==> src/rtl/fpnew_pkg.sv <==
// Shared FP types used by the cast unit and its writeback buffer.
package fpnew_pkg;

   // IEEE exception flags, ordered as in the fflags CSR.
   typedef struct packed {
      logic NV;
      logic DZ;
      logic OF;
      logic UF;
      logic NX;
   } status_t;

   localparam int unsigned FFLAGS_W = 5;

endpackage

==> src/rtl/fpnew_wb_fifo_mem.sv <==
// Register-array storage for the writeback buffer: one write port and one
// combinational read port. Contents are intentionally not reset.
module fpnew_wb_fifo_mem #(
   parameter int unsigned DEPTH   = 2,
   parameter int unsigned ENTRY_W = 39,
   localparam int unsigned ADDR_W = $clog2(DEPTH)
) (
   input  logic               clk,
   input  logic               we,
   input  logic [ADDR_W-1:0]  waddr,
   input  logic [ENTRY_W-1:0] wdata,
   input  logic [ADDR_W-1:0]  raddr,
   output logic [ENTRY_W-1:0] rdata
);

   logic [ENTRY_W-1:0] mem [DEPTH];

   // Write the incoming entry at the write address.
   always_ff @(posedge clk) begin
      if (we) begin
         mem[waddr] <= wdata;
      end
   end

   assign rdata = mem[raddr];

endmodule

==> src/rtl/fpnew_cast_wb_buffer.sv <==
// Writeback buffer behind the cast unit: small FIFO of completed conversions
// presented to the FP register file, plus sticky accrued exception flags.
// in_ready_o depends only on registered occupancy, so the cast unit never
// sees writeback backpressure combinationally.
module fpnew_cast_wb_buffer
   import fpnew_pkg::*;
#(
   parameter int unsigned WIDTH   = 32,
   parameter int unsigned DEPTH   = 2,
   parameter type         TagType = logic,
   localparam int unsigned PTR_W  = $clog2(DEPTH),
   localparam int unsigned CNT_W  = $clog2(DEPTH + 1)
) (
   input  logic                clk_i,
   input  logic                rst_ni,
   input  logic                in_valid_i,
   output logic                in_ready_o,
   input  logic [WIDTH-1:0]    result_i,
   input  status_t             status_i,
   input  logic                extension_bit_i,
   input  TagType              tag_i,
   input  logic                flush_i,
   output logic                wb_valid_o,
   input  logic                wb_ready_i,
   output logic [WIDTH-1:0]    wb_result_o,
   output status_t             wb_status_o,
   output logic                wb_ext_o,
   output TagType              wb_tag_o,
   output logic [FFLAGS_W-1:0] fflags_o,
   input  logic                fflags_clr_i,
   output logic [CNT_W-1:0]    count_o,
   output logic                busy_o
);

   localparam int unsigned TAG_W   = $bits(TagType);
   localparam int unsigned ENTRY_W = WIDTH + FFLAGS_W + 1 + TAG_W;

   logic [PTR_W-1:0]    wr_ptr;
   logic [PTR_W-1:0]    rd_ptr;
   logic [CNT_W-1:0]    count;
   logic [FFLAGS_W-1:0] fflags;

   logic                push;
   logic                pop;
   logic                empty;
   logic [ENTRY_W-1:0]  wdata;
   logic [ENTRY_W-1:0]  rdata;
   logic [WIDTH-1:0]    rd_result;
   status_t             rd_status;
   logic                rd_ext;
   TagType              rd_tag;
   logic [FFLAGS_W-1:0] head_flags;
   logic [FFLAGS_W-1:0] fflags_nxt;

   assign empty      = (count == '0);
   assign in_ready_o = (count != CNT_W'(DEPTH));
   assign wb_valid_o = !empty;

   // Flush wins over both handshakes, so neither side moves during a flush.
   assign push = in_valid_i && in_ready_o && !flush_i;
   assign pop  = wb_valid_o && wb_ready_i && !flush_i;

   assign wdata = {tag_i, extension_bit_i, status_i, result_i};

   fpnew_wb_fifo_mem #(
      .DEPTH   (DEPTH),
      .ENTRY_W (ENTRY_W)
   ) i_mem (
      .clk   (clk_i),
      .we    (push),
      .waddr (wr_ptr),
      .wdata (wdata),
      .raddr (rd_ptr),
      .rdata (rdata)
   );

   assign {rd_tag, rd_ext, rd_status, rd_result} = rdata;

   // Head entry outputs, zeroed while empty so stale RAM never leaks out.
   always_comb begin
      wb_result_o = '0;
      wb_status_o = '0;
      wb_ext_o    = 1'b0;
      wb_tag_o    = '0;
      if (!empty) begin
         wb_result_o = rd_result;
         wb_status_o = rd_status;
         wb_ext_o    = rd_ext;
         wb_tag_o    = rd_tag;
      end
   end

   assign head_flags = wb_status_o;

   // Accrued flags: a clear acts on the old value, a retiring entry is then ORed in.
   always_comb begin
      fflags_nxt = fflags_clr_i ? '0 : fflags;
      if (pop) begin
         fflags_nxt = fflags_nxt | head_flags;
      end
   end

   // Pointer, occupancy and flag state.
   always_ff @(posedge clk_i or negedge rst_ni) begin
      if (!rst_ni) begin
         wr_ptr <= '0;
         rd_ptr <= '0;
         count  <= '0;
         fflags <= '0;
      end else begin
         fflags <= fflags_nxt;
         if (flush_i) begin
            wr_ptr <= '0;
            rd_ptr <= '0;
            count  <= '0;
         end else begin
            if (push) begin
               wr_ptr <= wr_ptr + PTR_W'(1);
            end
            if (pop) begin
               rd_ptr <= rd_ptr + PTR_W'(1);
            end
            if (push && !pop) begin
               count <= count + CNT_W'(1);
            end else if (pop && !push) begin
               count <= count - CNT_W'(1);
            end
         end
      end
   end

   assign fflags_o = fflags;
   assign count_o  = count;
   assign busy_o   = !empty;

endmodule

==> config.mk <==
export PLATFORM = sky130hd
export DESIGN_NAME = fpnew_cast_wb_buffer
export DESIGN_NICKNAME = d
export VERILOG_FILES = /design/src/rtl/fpnew_pkg.sv /design/src/rtl/fpnew_wb_fifo_mem.sv /design/src/rtl/fpnew_cast_wb_buffer.sv
export SDC_FILE = /design/constraint.sdc
export NUM_CORES = 1
export LEC_CHECK = 0
export BUFFER_PORTS_ARGS = -buffer_cell sky130_fd_sc_hd__buf_2
export CAP_MARGIN = 10
export CELL_PAD_IN_SITES_DETAIL_PLACEMENT = 2
export CELL_PAD_IN_SITES_GLOBAL_PLACEMENT = 2
export CORE_MARGIN = 2
export CORE_UTILIZATION = 39
export DETAILED_ROUTE_END_ITERATION = 16
export GPL_TIMING_DRIVEN = 0
export PLACE_DENSITY = 0.85
export SYNTH_ARGS = -nofsm -noshare
export SYNTH_HDL_FRONTEND = slang
export SYNTH_HIERARCHICAL = 1
export SYNTH_SLANG_ARGS = --single-unit
==> constraint.sdc <==
create_clock -name clk_i -period 9.4 [get_ports clk_i]
set_input_delay 1.41 -clock clk_i [delete_from_list [all_inputs] [get_ports clk_i]]
set_output_delay 1.41 -clock clk_i [all_outputs]
set_load 0.1 [all_outputs]
==> results.md, run 1 <==
- The flow ran to the end, and the final reports show no timing, DRC or antenna violations.
- In the final routing, the length of wire on met1 measures 3440 um.
- The mux share of post-synthesis cell area is 13.7%.
- For the worst setup path, the data arrival time is 1.92 ns.
- Of the total power, the clock network draws 31.1%.
- The final non-filler cell area is 0.00442 sq mm.
- The leading cell type in the layout, fill and taps excluded is sky130_fd_sc_hd__buf_2.
- The placer congestion estimate is 0.711.
- The switching share of power is 31.0%.
- The number of global-route vias before repair is 2,407.
- The largest total area in the synthesized netlist belongs to sky130_fd_sc_hd__edfxtp_1.
- For this run the aggregate overflow at the end of global routing stands at 0.
- The longest clock path from root to sink contains 2 buffers.
- The critical register-to-register path startpoint is count_o[1]$_DFFE_PN0P_.
- The worst path uses 35.4% of the clock period.
- The overall die area is 0.00987 sq mm.
- The main combinational cell family by area after synthesis is multiplexers.
- After detailed routing, the number of remaining DRC violations is 0.
- The TritonCTS buffer count is 9.
- The horizontal extent of the die is 99.3 um.
- The final critical delay including setup and external delays is 3.33 ns.
- The area added between synthesis and finish is 24.7%.
- Along the worst hold path, the cell count comes to 1.
- The total leakage power is 1.76 nW.
- Post-CTS repair changed the size of 0 cells.
- The die is 99.3 um tall.
- The number of cells in the design after placement is 407.
- Setup repair after global routing left no endpoint under its margin.
- STA classifies the critical path startpoint as a flip-flop.
- The final instance count without filler cells is 422.
- Internal power comes to 663 uW.
- The fraction of the mapped netlist area in simple logic gates is 8.72%.
- The root buffer cell chosen for the clock tree is sky130_fd_sc_hd__clkbuf_8.
- The residual antenna-violating net count after detailed routing is 0.
- The XOR/XNOR share of the synthesized area is 0.247%.
- Buffers inserted to repair hold after CTS numbered 0.
- Traced cell by cell, the critical path runs through buf_6, buf_8, mux2_4, nor2b_1, buf_2.
- The required time reported for the critical path endpoint is 7.99 ns.
- The setup check on the worst reg-to-reg path leaves a slack of 7.29 ns.
- Counting the fill cells in the layout gives 850.
- Sorting the synthesized cells by area gives the leading types as sky130_fd_sc_hd__edfxtp_1 (66%), sky130_fd_sc_hd__mux2_2 (9.2%), sky130_fd_sc_hd__nor2b_1 (7.1%).
- The share of total power dissipated in combinational logic is 22.8%.
- The capture endpoint of the worst hold path is fflags_o[1]$_DFF_PN0_.
- For this run, the slowest stage of the critical path takes 0.45 ns.
- The number of setup violations in the final report is 0.
- The length of routed met3 wiring is 235 um.
- The total routing usage reported by global routing is 18.3%.
- The fraction of final layout cells with drive strength greater than 1 is 51.3%.
- Summing the sequential cell areas from Yosys gives 72.4% of the chip area.
- The count of state elements after synthesis is 87.
- The worst reg-to-reg path cell count is 4.
- The number of pins exceeding their max-slew limit in the final report is 0.
- The average instance area after synthesis is 17.4 sq um.
- The top-area cell type share of the netlist area is 66.1%.
- Clock tree synthesis found a total of 87 sinks.
- After layout, the design draws a total of 961 uW.
- In this run the count of I/O pins placed on the die edge is 94.
- The via density per instance is 4.96.
- The worst hold-check path type is flip-flop to flip-flop.
- Summing over every cut layer, the via total after detailed routing is 2,094.
- The reported net switching power is 298 uW.
- The violation count after the first detailed-routing iteration is 56.
- The maximum number of pins on one net before global-route repair is 24.
- Of the total synthesized cell area, the portion taken by full adders, half adders and majority gates is 0%.
- In the synthesized netlist, the number of instances is 204.
- The number of detailed-route iterations in the first pass is 4.
- The startpoint of the tightest hold check path is fflags_o[1]$_DFF_PN0_.
- The setup TNS is 0 ns.
- During placement, the flow inserted port buffers numbering 93.
- Tracing the worst setup path back leads to its startpoint at rd_ptr$_DFFE_PN0P_.
- For this configuration, the core starts out at a cell density of 40.4%.
- The count of synthesis-stage warnings from yosys is 6.
- After synthesis, the netlist uses 27 different library cells.
- The power density over the cells is 217 mW/mm^2.
- The total length of routed met2 wires is 4690 um.
- The hold violation count in the final report came to 0.
- The global-route wire length before repair is 13,300 um.
- The top cell types in the final layout, fill and taps aside, are sky130_fd_sc_hd__buf_2 (97), sky130_fd_sc_hd__edfxtp_1 (78), sky130_fd_sc_hd__nor2b_1 (39).
- The slowest cell on the critical path is sky130_fd_sc_hd__buf_2.
- Summing the areas of all compound-gate instances in the mapped netlist gives 2.51% of the synthesized area.
- The cell area after synthesis is 0.00354 sq mm.
- The buffers inserted during post-CTS setup optimization is 0.
- The average routed wire per standard cell is 20.2 um.
- STA classifies the critical path endpoint as an output port.
- TritonCTS built the clock tree.
- The post-place instance area is 0.00419 sq mm.
- The sequential group share of total power is 46.2%.
- The number of nets in the synthesized netlist is 249.
- Across the VDD grid, the largest voltage drop is 0.000111 V.
- The total half-perimeter wirelength after legalization and detailed placement is 6160 um.
- In this run the worst path has a maximum fanout of 10.
- The number of max-cap violations is 0.
- The net count of the finished layout is 355.
- 0 antenna diodes ended up in the layout.
- The highest metal layer carrying signal wires in the routed design is met4.
- For the pin with the worst max-slew slack, the measured transition is 0.592 ns.
- Clock latency on the worst-skew pair, taken at its later pin, is 0.34 ns.
- The endpoint of the lowest-slack register-to-register path is i_mem/mem[0][10]$_DFFE_PP_.
- Across the routed clock network, the largest skew measured is 0.00844 ns.
- The worst pin sits at a relative slew slack of 60.4%.
- The critical path is of the flip-flop to output port type.
- The number of placement rows is 34.
- The achievable clock frequency is 300 MHz.
- After clock tree synthesis, the clock-pin slew on the worst setup and hold paths is 0.08 ns.
- After floorplanning, the core was sized to cover 0.00876 sq mm.
- After detailed routing, the total wire length is 8540 um.
- The number of antenna violations at the first check in global routing was 0.
- The H-tree was split into 3 levels.
==> worst max-delay path by stage <==
stage,to,slack (ns),cells after the start
2_1_floorplan,wb_ext_o,5.27,3
3_3_place_gp,i_mem/mem[0][3]$_DFFE_PP_,4.28,4
3_5_place_dp,i_mem/mem[0][3]$_DFFE_PP_,6.27,5
4_1_cts,wb_status_o[2],6.02,5
5_1_grt,wb_result_o[31],5.96,5
6_report,wb_status_o[2],6.07,5
==> cell usage after synthesis (all sizes together) <==
cell / number
a21o: 1
a21oi: 4
a22o: 5
and2: 1
buf: 9
dfrtp: 9
edfxtp: 78
inv: 4
mux2: 39
mux2i: 1
nand3b: 1
nor2: 3
nor2b: 41
nor3: 1
nor3b: 1
o211ai: 1
o21ai: 2
or2: 1
or3: 1
xor2: 1
==> per-layer routing <==
layer / GRT usage [%] / vias up
met3: 2.11 / 12
met2: 33.2 / 58
met5: 0 / -
li1: - / 961
met4: 7.59 / 0
met1: 22.2 / 1063
==> final cells by class <==
| class | count | area [sq um] | share of cell area [%] |
|---|---|---|---|
| well taps | 108 | 135 | 3.06 |
| clock buffers | 11 | 131 | 2.97 |
| inverters | 4 | 15.0 | 0.340 |
| multi-input cells | 104 | 902 | 20.4 |
| repair buffers | 95 | 505 | 11.4 |
| flip-flops and latches | 87 | 2570 | 58.1 |
| clock inverters | 4 | 95.1 | 2.15 |
| plain buffers | 9 | 68.8 | 1.56 |
==> kinds of logic (layout without fill, tap and decap cells) <==
logic type / count (synthesis) / after routing
muxes: 40 / 40
AOI/OAI and AO/OA: 13 / 13
buffers and inverters: 13 / 123
xor gates and xnor gates: 1 / 1
and+or+nand+nor: 50 / 50
DFF: 87 / 87
==> worst max-delay path, delay by kind of cell, from the launching register on <==
| kind | cells | cell delay, ns |
|---|---|---|
| DFF | 1 | 0.44 |
| muxes | 1 | 0.20 |
| buffers and inverters | 3 | 0.79 |
| and+or+nand+nor | 1 | 0.15 |
==> through the flow <==
stage / hold WS, ns / worst slack [ns] / utilization [%]
6_report: 0.509 / 6.07 / 50.4
5_1_grt: 0.549 / 5.96 / 50.4
4_1_cts: 0.513 / 6.02 / 50.4
3_5_place_dp: 0.490 / 6.27 / 47.9
3_3_place_gp: 0.493 / 4.28 / 47.3
2_1_floorplan: 0.530 / 5.27 / -
==> power by group through the flow <==
stage	Combinational [mW]	Clock, mW	Sequential [mW]
after detailed placement	0.220	0	0.453
after global routing	0.228	0.320	0.446
after floorplan	0.161	0	0.464
after global placement	0.212	0	0.452
after CTS	0.221	0.307	0.444
final	0.219	0.299	0.444
==> flip-flops by register name, summed over array words and instances (netlist names) <==
name       flops
i_mem/mem     78
fflags_o       5
wr_ptr         1
count_o        2
rd_ptr         1
Power figures use the tool's default switching activity.
==> inputs of run 2 (changes only) <==
--- a/config.mk
+++ b/config.mk
@@ -5,15 +5,16 @@
 export SDC_FILE = /design/constraint.sdc
 export NUM_CORES = 1
 export LEC_CHECK = 0
+export ABC_AREA = 1
 export BUFFER_PORTS_ARGS = -buffer_cell sky130_fd_sc_hd__buf_2
 export CAP_MARGIN = 10
 export CELL_PAD_IN_SITES_DETAIL_PLACEMENT = 2
 export CELL_PAD_IN_SITES_GLOBAL_PLACEMENT = 2
 export CORE_MARGIN = 2
-export CORE_UTILIZATION = 39
+export CORE_UTILIZATION = 32
 export DETAILED_ROUTE_END_ITERATION = 16
 export GPL_TIMING_DRIVEN = 0
-export PLACE_DENSITY = 0.85
+export PLACE_DENSITY = 0.8
 export SYNTH_ARGS = -nofsm -noshare
 export SYNTH_HDL_FRONTEND = slang
 export SYNTH_HIERARCHICAL = 1
==> constraint.sdc (replaced) <==
create_clock -name clk_i -period 3.4 [get_ports clk_i]
set_input_delay 0.51 -clock clk_i [delete_from_list [all_inputs] [get_ports clk_i]]
set_output_delay 0.51 -clock clk_i [all_outputs]
set_load 0.1 [all_outputs]
==> results.md, run 2 <==
- The count of port buffers added during placement is 93.
- The CTS tree is yes.
- The floorplan die height is 110 um.
- The library cell with the highest instance count after synthesis is sky130_fd_sc_hd__nand2_1.
- Entering global routing, the biggest net connects 40 pins.
- The number of antenna violations at the first check in global routing is 0.
- The global-route wire length before repair is 13,800 um.
- The residual antenna-violating net count after detailed routing is 0.
- The horizontal extent of the die is 110 um.
- The worst hold path stage count is 1.
- 94 I/O pins were placed.
- The commonest cells after synthesis are sky130_fd_sc_hd__nand2_1 (130), sky130_fd_sc_hd__edfxtp_1 (78), sky130_fd_sc_hd__inv_1 (51).
- The number of detailed-route iterations in the first pass is 4.
- The average instance area after synthesis is 10.5 sq um.
- The final routed wirelength across all metal layers is 8810 um.
- The kind of critical path is flip-flop to output port.
- The largest register by flop count is i_mem/mem.
- The biggest fanout along the worst timing path is 10.
- The average routed wire per standard cell is 14.8 um.
- The number of cells on the worst reg-to-reg path is 6.
- The count of state elements after synthesis is 87.
- The fraction of the cycle the final worst path needs is 75.8%.
- For this design, the sink count on the clock tree is 87.
- Counting the fill cells in the layout gives 1,216.
- In the layout the commonest cells are sky130_fd_sc_hd__nand2_1 (130), sky130_fd_sc_hd__buf_2 (100), sky130_fd_sc_hd__edfxtp_1 (78).
- The run finished with clean final reports.
- The worst setup path is captured at an output port.
- The final instance count without filler cells is 593.
- The proportion of synthesized chip area in sequential cells is 71.4%.
- After global routing the overflow that remains totals 0.
- The number of enable-type register cells in the synthesized netlist is 78.
- The root buffer cell chosen for the clock tree is sky130_fd_sc_hd__clkbuf_8.
- The number of buffers between clock root and the deepest sink is 2.
- The via count of the routed design is 2,587.
- The hold violation count in the final report is 0.
- The worst hold-check path type is input pin to flip-flop.
- The via density per instance is 4.36.
- The startpoint type of the worst setup path is a flip-flop.
- The cell area after synthesis is 0.00360 sq mm.
- The placer congestion estimate is 0.740.
- The number of placement rows is 38.
- Of the cells placed in the final design, the portion with a size suffix greater than 1 is 27.8%.
- The cell count after synthesis came out at 343.
- The total nets after synthesis is 388.
- By area the synthesized netlist is led by sky130_fd_sc_hd__edfxtp_1 (65%), sky130_fd_sc_hd__nand2_1 (14%), sky130_fd_sc_hd__dfrtp_1 (6.3%).
- The fraction of synthesis flops using an asynchronous set or reset pin is 10.3%.
- Clock-pin slew was measured on the worst setup and hold paths at 0.09 ns.
- The worst max-slew margin expressed relative to the limit is 39.3%.
- The total routing usage reported by global routing is 15.5%.
- The number of H-tree levels is 3.
- The initial utilization of the core area, before any placement, comes to 33.0%.
- For the worst setup path, the data required time is 2.89 ns.
- At the later pin of the worst-skew pair, clock insertion delay measures 0.35 ns.
- Derived from the worst setup path, the maximum achievable clock frequency is 388 MHz.
- The most common flop cell mapped by yosys is sky130_fd_sc_hd__edfxtp_1.
- In the routed design, unresolved DRC markers number 0.
- The violation count after the first detailed-routing iteration is 53.
- For the final routed database, the setup TNS stands at 0 ns.
- The number of pins exceeding their max-slew limit in the final report is 0.
- Compared with the post-synthesis result, the final layout area differs by 24.8%.
- Counting the buffers created by CTS gives 9.
- Yosys printed 6 warnings.
- The number of global-route vias before repair is 2,854.
- The number of unique standard cell types used by synthesis is 15.
- At the pin with the least slew margin, the transition time is 0.908 ns.
- The final setup skew is 0.00668 ns.
- In the final layout, the multi-input gates occupy 762 sq um.
- Setup repair after global routing left no endpoint under its margin.
- Leaving out fill and tap cells, the most frequent cell in the layout is sky130_fd_sc_hd__nand2_1.
- The top cell type by area accounts for 65.1% of the synthesized area.
- The number of max-cap violations is 0.
- At the worst endpoint, the arrival time is 2.07 ns.
- The area of the core is 0.0109 sq mm.
- Summing all flip-flop and latch instances after layout gives 0.00257 sq mm.
- The largest area contributor in the synthesized netlist is sky130_fd_sc_hd__edfxtp_1.
- The number of antenna diodes in the final layout is 0.
- The net count of the finished layout is 494.
- The register with the most flip-flops in the layout has 78 of them.
- The overall die area is 0.0121 sq mm.
- After legalization and detailed placement, the total HPWL measured 6460 um.
- The number of cells in the design after placement is 576.
- The number of setup violations in the final report is 0.
- The final critical delay including setup and external delays is 2.58 ns.
[run 2: cell families (layout without fill, tap and decap cells)]
kind of cell              after synthesis  in the layout  share of synthesized area, %
AOI/OAI and AO/OA                       9              9                          1.43
buffers and inverters                  65            175                          7.65
and+or+nand+nor                       181            181                          19.3
DFF                                    87             87                          71.4
xor gates and xnor gates                1              1                         0.244
[run 2: worst paths after layout]
kind / start / end / slack (ns)
worst max register to register: count_o[0]$_DFFE_PN0P_ / i_mem/mem[1][25]$_DFFE_PP_ / 1.08
worst min-delay path: result_i[9] / i_mem/mem[1][9]$_DFFE_PP_ / 0.34
max in group asynchronous: rst_ni / rd_ptr$_DFFE_PN0P_ / 2.67
min in group asynchronous: rst_ni / count_o[1]$_DFFE_PN0P_ / 0.54
worst min register to register: fflags_o[0]$_DFF_PN0_ / fflags_o[0]$_DFF_PN0_ / 0.53
worst max-delay path: rd_ptr$_DFFE_PN0P_ / wb_status_o[3] / 0.82
[run 2: cell type report]
class                           count  share of cell area [%]
Sequential cell                    87                    57.2
Multi-Input combinational cell    191                    17.0
Timing Repair Buffer               95                    11.0
Inverter                           52                    4.43
Tap cell                          140                    3.90
Clock buffer                        9                    2.76
Clock inverter                      6                    1.90
Buffer                             13                    1.78
[run 2: metal layers]
layer / track usage, % / vias up / share of wire [%] / routed length [um]
met5: 0 / - / 0 / 0
met4: 7.23 / 0 / 2.0 / 180
met3: 2.47 / 13 / 3.3 / 290
met2: 28.5 / 57 / 53 / 4670
met1: 17.4 / 1237 / 42 / 3660
li1: - / 1280 / - / -
[run 2: timing repair]
action                    CTS  global route
hold endpoints to repair    9             0
hold buffers                1             0
buffers inserted            0             0
gates resized for setup     0             0
[run 2: critical path: stages (launching register included)]
cell and delay (ns):
sky130_fd_sc_hd__dfrtp_1 0.46, sky130_fd_sc_hd__inv_2 0.09, sky130_fd_sc_hd__buf_2 0.24, sky130_fd_sc_hd__buf_4 0.22, sky130_fd_sc_hd__nand2_1 0.06, sky130_fd_sc_hd__nand2_1 0.06, sky130_fd_sc_hd__inv_1 0.05, sky130_fd_sc_hd__nor2_1 0.10
sky130_fd_sc_hd__buf_2 0.43
[run 2: through the flow]
step	setup WS [ns]	hold slack (ns)	util, %	instance area [sq um]
6_report	0.823	0.343	41.2	4490
2_1_floorplan	0.0475	0.214	-	3610
4_1_cts	0.756	0.318	41.0	4470
5_1_grt	0.622	0.316	41.2	4490
3_5_place_dp	0.955	0.377	39.0	4250
3_3_place_gp	1.07	0.375	39.0	4250
Power of run 2 is not shown: default switching activity piles up to over one toggle a cycle in this logic, so the estimate is an artifact.
==> inputs of run 3 (changes only) <==
--- a/config.mk
+++ b/config.mk
@@ -5,16 +5,16 @@
 export SDC_FILE = /design/constraint.sdc
 export NUM_CORES = 1
 export LEC_CHECK = 0
-export ABC_AREA = 1
+export ABC_AREA = 0
 export BUFFER_PORTS_ARGS = -buffer_cell sky130_fd_sc_hd__buf_2
 export CAP_MARGIN = 10
 export CELL_PAD_IN_SITES_DETAIL_PLACEMENT = 2
 export CELL_PAD_IN_SITES_GLOBAL_PLACEMENT = 2
 export CORE_MARGIN = 2
-export CORE_UTILIZATION = 32
+export CORE_UTILIZATION = 37
 export DETAILED_ROUTE_END_ITERATION = 16
 export GPL_TIMING_DRIVEN = 0
-export PLACE_DENSITY = 0.8
+export PLACE_DENSITY = 0.82
 export SYNTH_ARGS = -nofsm -noshare
 export SYNTH_HDL_FRONTEND = slang
 export SYNTH_HIERARCHICAL = 1
==> constraint.sdc (replaced) <==
create_clock -name clk_i -period 2.4 [get_ports clk_i]
set_input_delay 0.36 -clock clk_i [delete_from_list [all_inputs] [get_ports clk_i]]
set_output_delay 0.36 -clock clk_i [all_outputs]
set_load 0.1 [all_outputs]
==> results.md, run 3 (synthesized netlist as in run 1, its figures left out) <==
- The number of antenna violations at the first check in global routing came to 0.
- The die covers 0.0104 sq mm.
- The count of cells in the finished layout, fillers not included, comes to 444.
- The worst max-slew margin expressed relative to the limit is 33.3%.
- The first global-routing pass estimated 12,000 um of wire.
- The endpoint arrival time on the critical path is 1.89 ns.
- The floorplan step defined a core boundary enclosing 0.00928 sq mm.
- Once detail routing completed, the nets flagged for antenna violations numbered 0.
- The final setup skew is 0.00899 ns.
- In this run switching power makes up 34.3% of total power.
- The floorplan die height is 102 um.
- The run finished with clean final reports.
- The CTS sink count is 87.
- The biggest fanout along the worst timing path is 10.
- The net count of the finished layout is 355.
- Before antenna repair, the detailed router went through 4 iterations.
- The largest stage delay on the critical path is 0.43 ns.
- The detailed router placed 2,039 vias in this run.
- The number of clock buffers added by TritonCTS is 9.
- The finished cells cover 0.00465 sq mm.
- Internal power comes to 2.34 mW.
- The min-delay analysis places its worst path in the category input pin to flip-flop.
- In this run the cell area measured after placement is 0.00443 sq mm.
- After detailed routing, the total wire length is 7700 um.
- The number of max-cap violations is 0.
- The reported net switching power is 1.22 mW.
- The count of port buffers added during placement is 93.
- The number of cells in the design after placement is 426.
- The total DRC errors in the routed layout is 0.
- The sequential group share of total power is 48.7%.
- The placer congestion estimate is 0.657.
- In this run the core area contains 35 standard-cell rows.
- i_mem/mem holds more flip-flops than any other register.
- The final critical delay including setup and external delays is 2.25 ns.
- Setup violations remaining at the end of the flow were counted as 0.
- Dividing the detail-routed wire length by the instance count gives 17.4 um.
- The power share of the clock group is 25.2%.
- The endpoint type of the worst setup path is an output port.
- The area added between synthesis and finish is 31.2%.
- Leaving out fill and tap cells, the most frequent cells in the layout are sky130_fd_sc_hd__buf_2 (93), sky130_fd_sc_hd__edfxtp_1 (78), sky130_fd_sc_hd__nor2b_4 (31).
- The global-route congestion overflow total is 0.
- STA classifies the critical path startpoint as a flip-flop.
- After layout, the worst path uses 93.6% of the clock period.
- The final hold slack is 0.202 ns.
- The number of pins exceeding their max-slew limit in the final report is 0.
- Walking the worst path, the cells encountered are buf_6, buf_8, mux2_4, nor2b_4, buf_2.
- STA puts the critical path data required time at 2.04 ns.
- The first routing iteration left 21 violations.
- The transition time of the tightest slew-check pin is 1.00 ns.
- Across every metal layer, demand over resource in global routing totals 15.8%.
- Across all setup checks in the final design, the least slack found is 0.155 ns.
- The maximum number of pins on one net before global-route repair is 40.
- In the final timing run, aggregate negative setup slack is 0 ns.
- Leaving out fill and tap cells, the most frequent cell in the layout is sky130_fd_sc_hd__buf_2.
- Setup repair after global routing left no endpoint under its margin.
- The total leakage power is 1.87 nW.
- Combinational logic is responsible for 26.2% of the overall power.
- VDD sags by at most 0.000373 V.
- For the worst-skew pair, the clock arrives at the later sink with an insertion delay of 0.34 ns.
- During I/O placement, the number of pins put on the boundary was 94.
- On the critical path, the stage with the largest delay is an instance of sky130_fd_sc_hd__dfrtp_1.
- Of the cells placed in the final design, the portion with a size suffix greater than 1 is 64.8%.
- The final cell utilization of the core is 50.1%.
- TritonCTS built the clock tree.
- Buffers added to address setup during post-CTS repair amount to 0.
- The number of buffers between clock root and the deepest sink is 2.
- Dividing the detail-routed via count by the number of cells gives 4.59.
- The HPWL after detailed placement is 5470 um.
- The register with the most flip-flops in the layout has 78 of them.
- Once the floorplan was initialized, standard cells occupied 38.2% of the core.
- After clock tree synthesis, the clock-pin slew on the worst setup and hold paths is 0.09 ns.
- The achievable clock frequency is 445 MHz.
- The total design power is 3.57 mW.
- Power spread over the standard cell area amounts to 767 mW/mm^2.
- The hold violation count in the final report is 0.
- The critical path in this run is classified as flip-flop to output port.
- From left edge to right edge, the die measures 102 um.
- Before CTS, the worst setup slack after placement is 0.136 ns.
- The number of H-tree levels is 3.
- The number of global-route vias before repair is 2,267.
- The antenna diode instance count is 0.
- The cell sitting at the root of the clock tree is a sky130_fd_sc_hd__clkbuf_8.
run 3: changes by cell type in the layout (fill, tap and decap cells not counted), moves of 10 or more:
cell / previous run / this run
sky130_fd_sc_hd__inv_1: 50 / 1
sky130_fd_sc_hd__mux2_2: 0 / 29
sky130_fd_sc_hd__mux2_4: 0 / 10
sky130_fd_sc_hd__nand2_1: 130 / 0
sky130_fd_sc_hd__nor2_1: 43 / 2
sky130_fd_sc_hd__nor2b_2: 0 / 10
sky130_fd_sc_hd__nor2b_4: 0 / 31
run 3: what timing repair did:
| item | 4_1_cts | 5_1_grt |
|---|---|---|
| gates resized for setup | 4 | 1 |
| endpoints found under the hold margin | 9 | 0 |
| hold buffers | 1 | 0 |
| pin swaps | 0 | 0 |
| setup endpoints to repair | 21 | 1 |
run 3: critical path, delay by kind of cell (launching register included):
family	cells	cell delay (ns)
buffers and inverters	3	0.67
DFF	1	0.43
muxes	1	0.32
and+or+nand+nor	1	0.13
run 3: layer usage:
layer  part of all wire [%]  vias to the layer above  track usage (%)
met5                      0                        -                0
met4                    1.4                        0             6.36
met3                    3.8                        8             3.28
met2                     55                       49             28.4
met1                     40                     1022             18.4
li1                       -                      960                -
run 3: final timing paths:
kind / slack [ns] / start / depth (start not counted) / endpoint
setup / recovery: 0.15 / rd_ptr$_DFFE_PN0P_ / 5 / wb_status_o[1]
hold / removal: 0.20 / status_i[3] / 1 / i_mem/mem[0][35]$_DFFE_PP_
setup reg to reg: 0.32 / count_o[1]$_DFFE_PN0P_ / 3 / i_mem/mem[1][37]$_DFFE_PP_
hold reg to reg: 0.52 / fflags_o[1]$_DFF_PN0_ / 1 / fflags_o[1]$_DFF_PN0_
max in group asynchronous: 1.81 / rst_ni / 2 / count_o[0]$_DFFE_PN0P_
min in group asynchronous: 0.39 / rst_ni / 2 / fflags_o[3]$_DFF_PN0_
run 3: cell type report:
type                            count  area (sq um)
Inverter                            4          18.8
Multi-Input combinational cell    104          1150
Buffer                              9          78.8
Sequential cell                    87          2570
Clock inverter                      6          45.0
Clock buffer                       10           128
Fill cell                         889          4630
Timing Repair Buffer               95           495
Tap cell                          129           161
run 3: power by group through the flow:
| stage | Clock [mW] | Sequential, mW | Combinational [mW] |
|---|---|---|---|
| after floorplan | 0 | 1.81 | 0.717 |
| after global routing | 0.988 | 1.74 | 0.976 |
| after global placement | 0 | 1.77 | 0.919 |
| after detailed placement | 0 | 1.77 | 0.934 |
| after CTS | 0.930 | 1.74 | 0.941 |
| final | 0.897 | 1.74 | 0.933 |
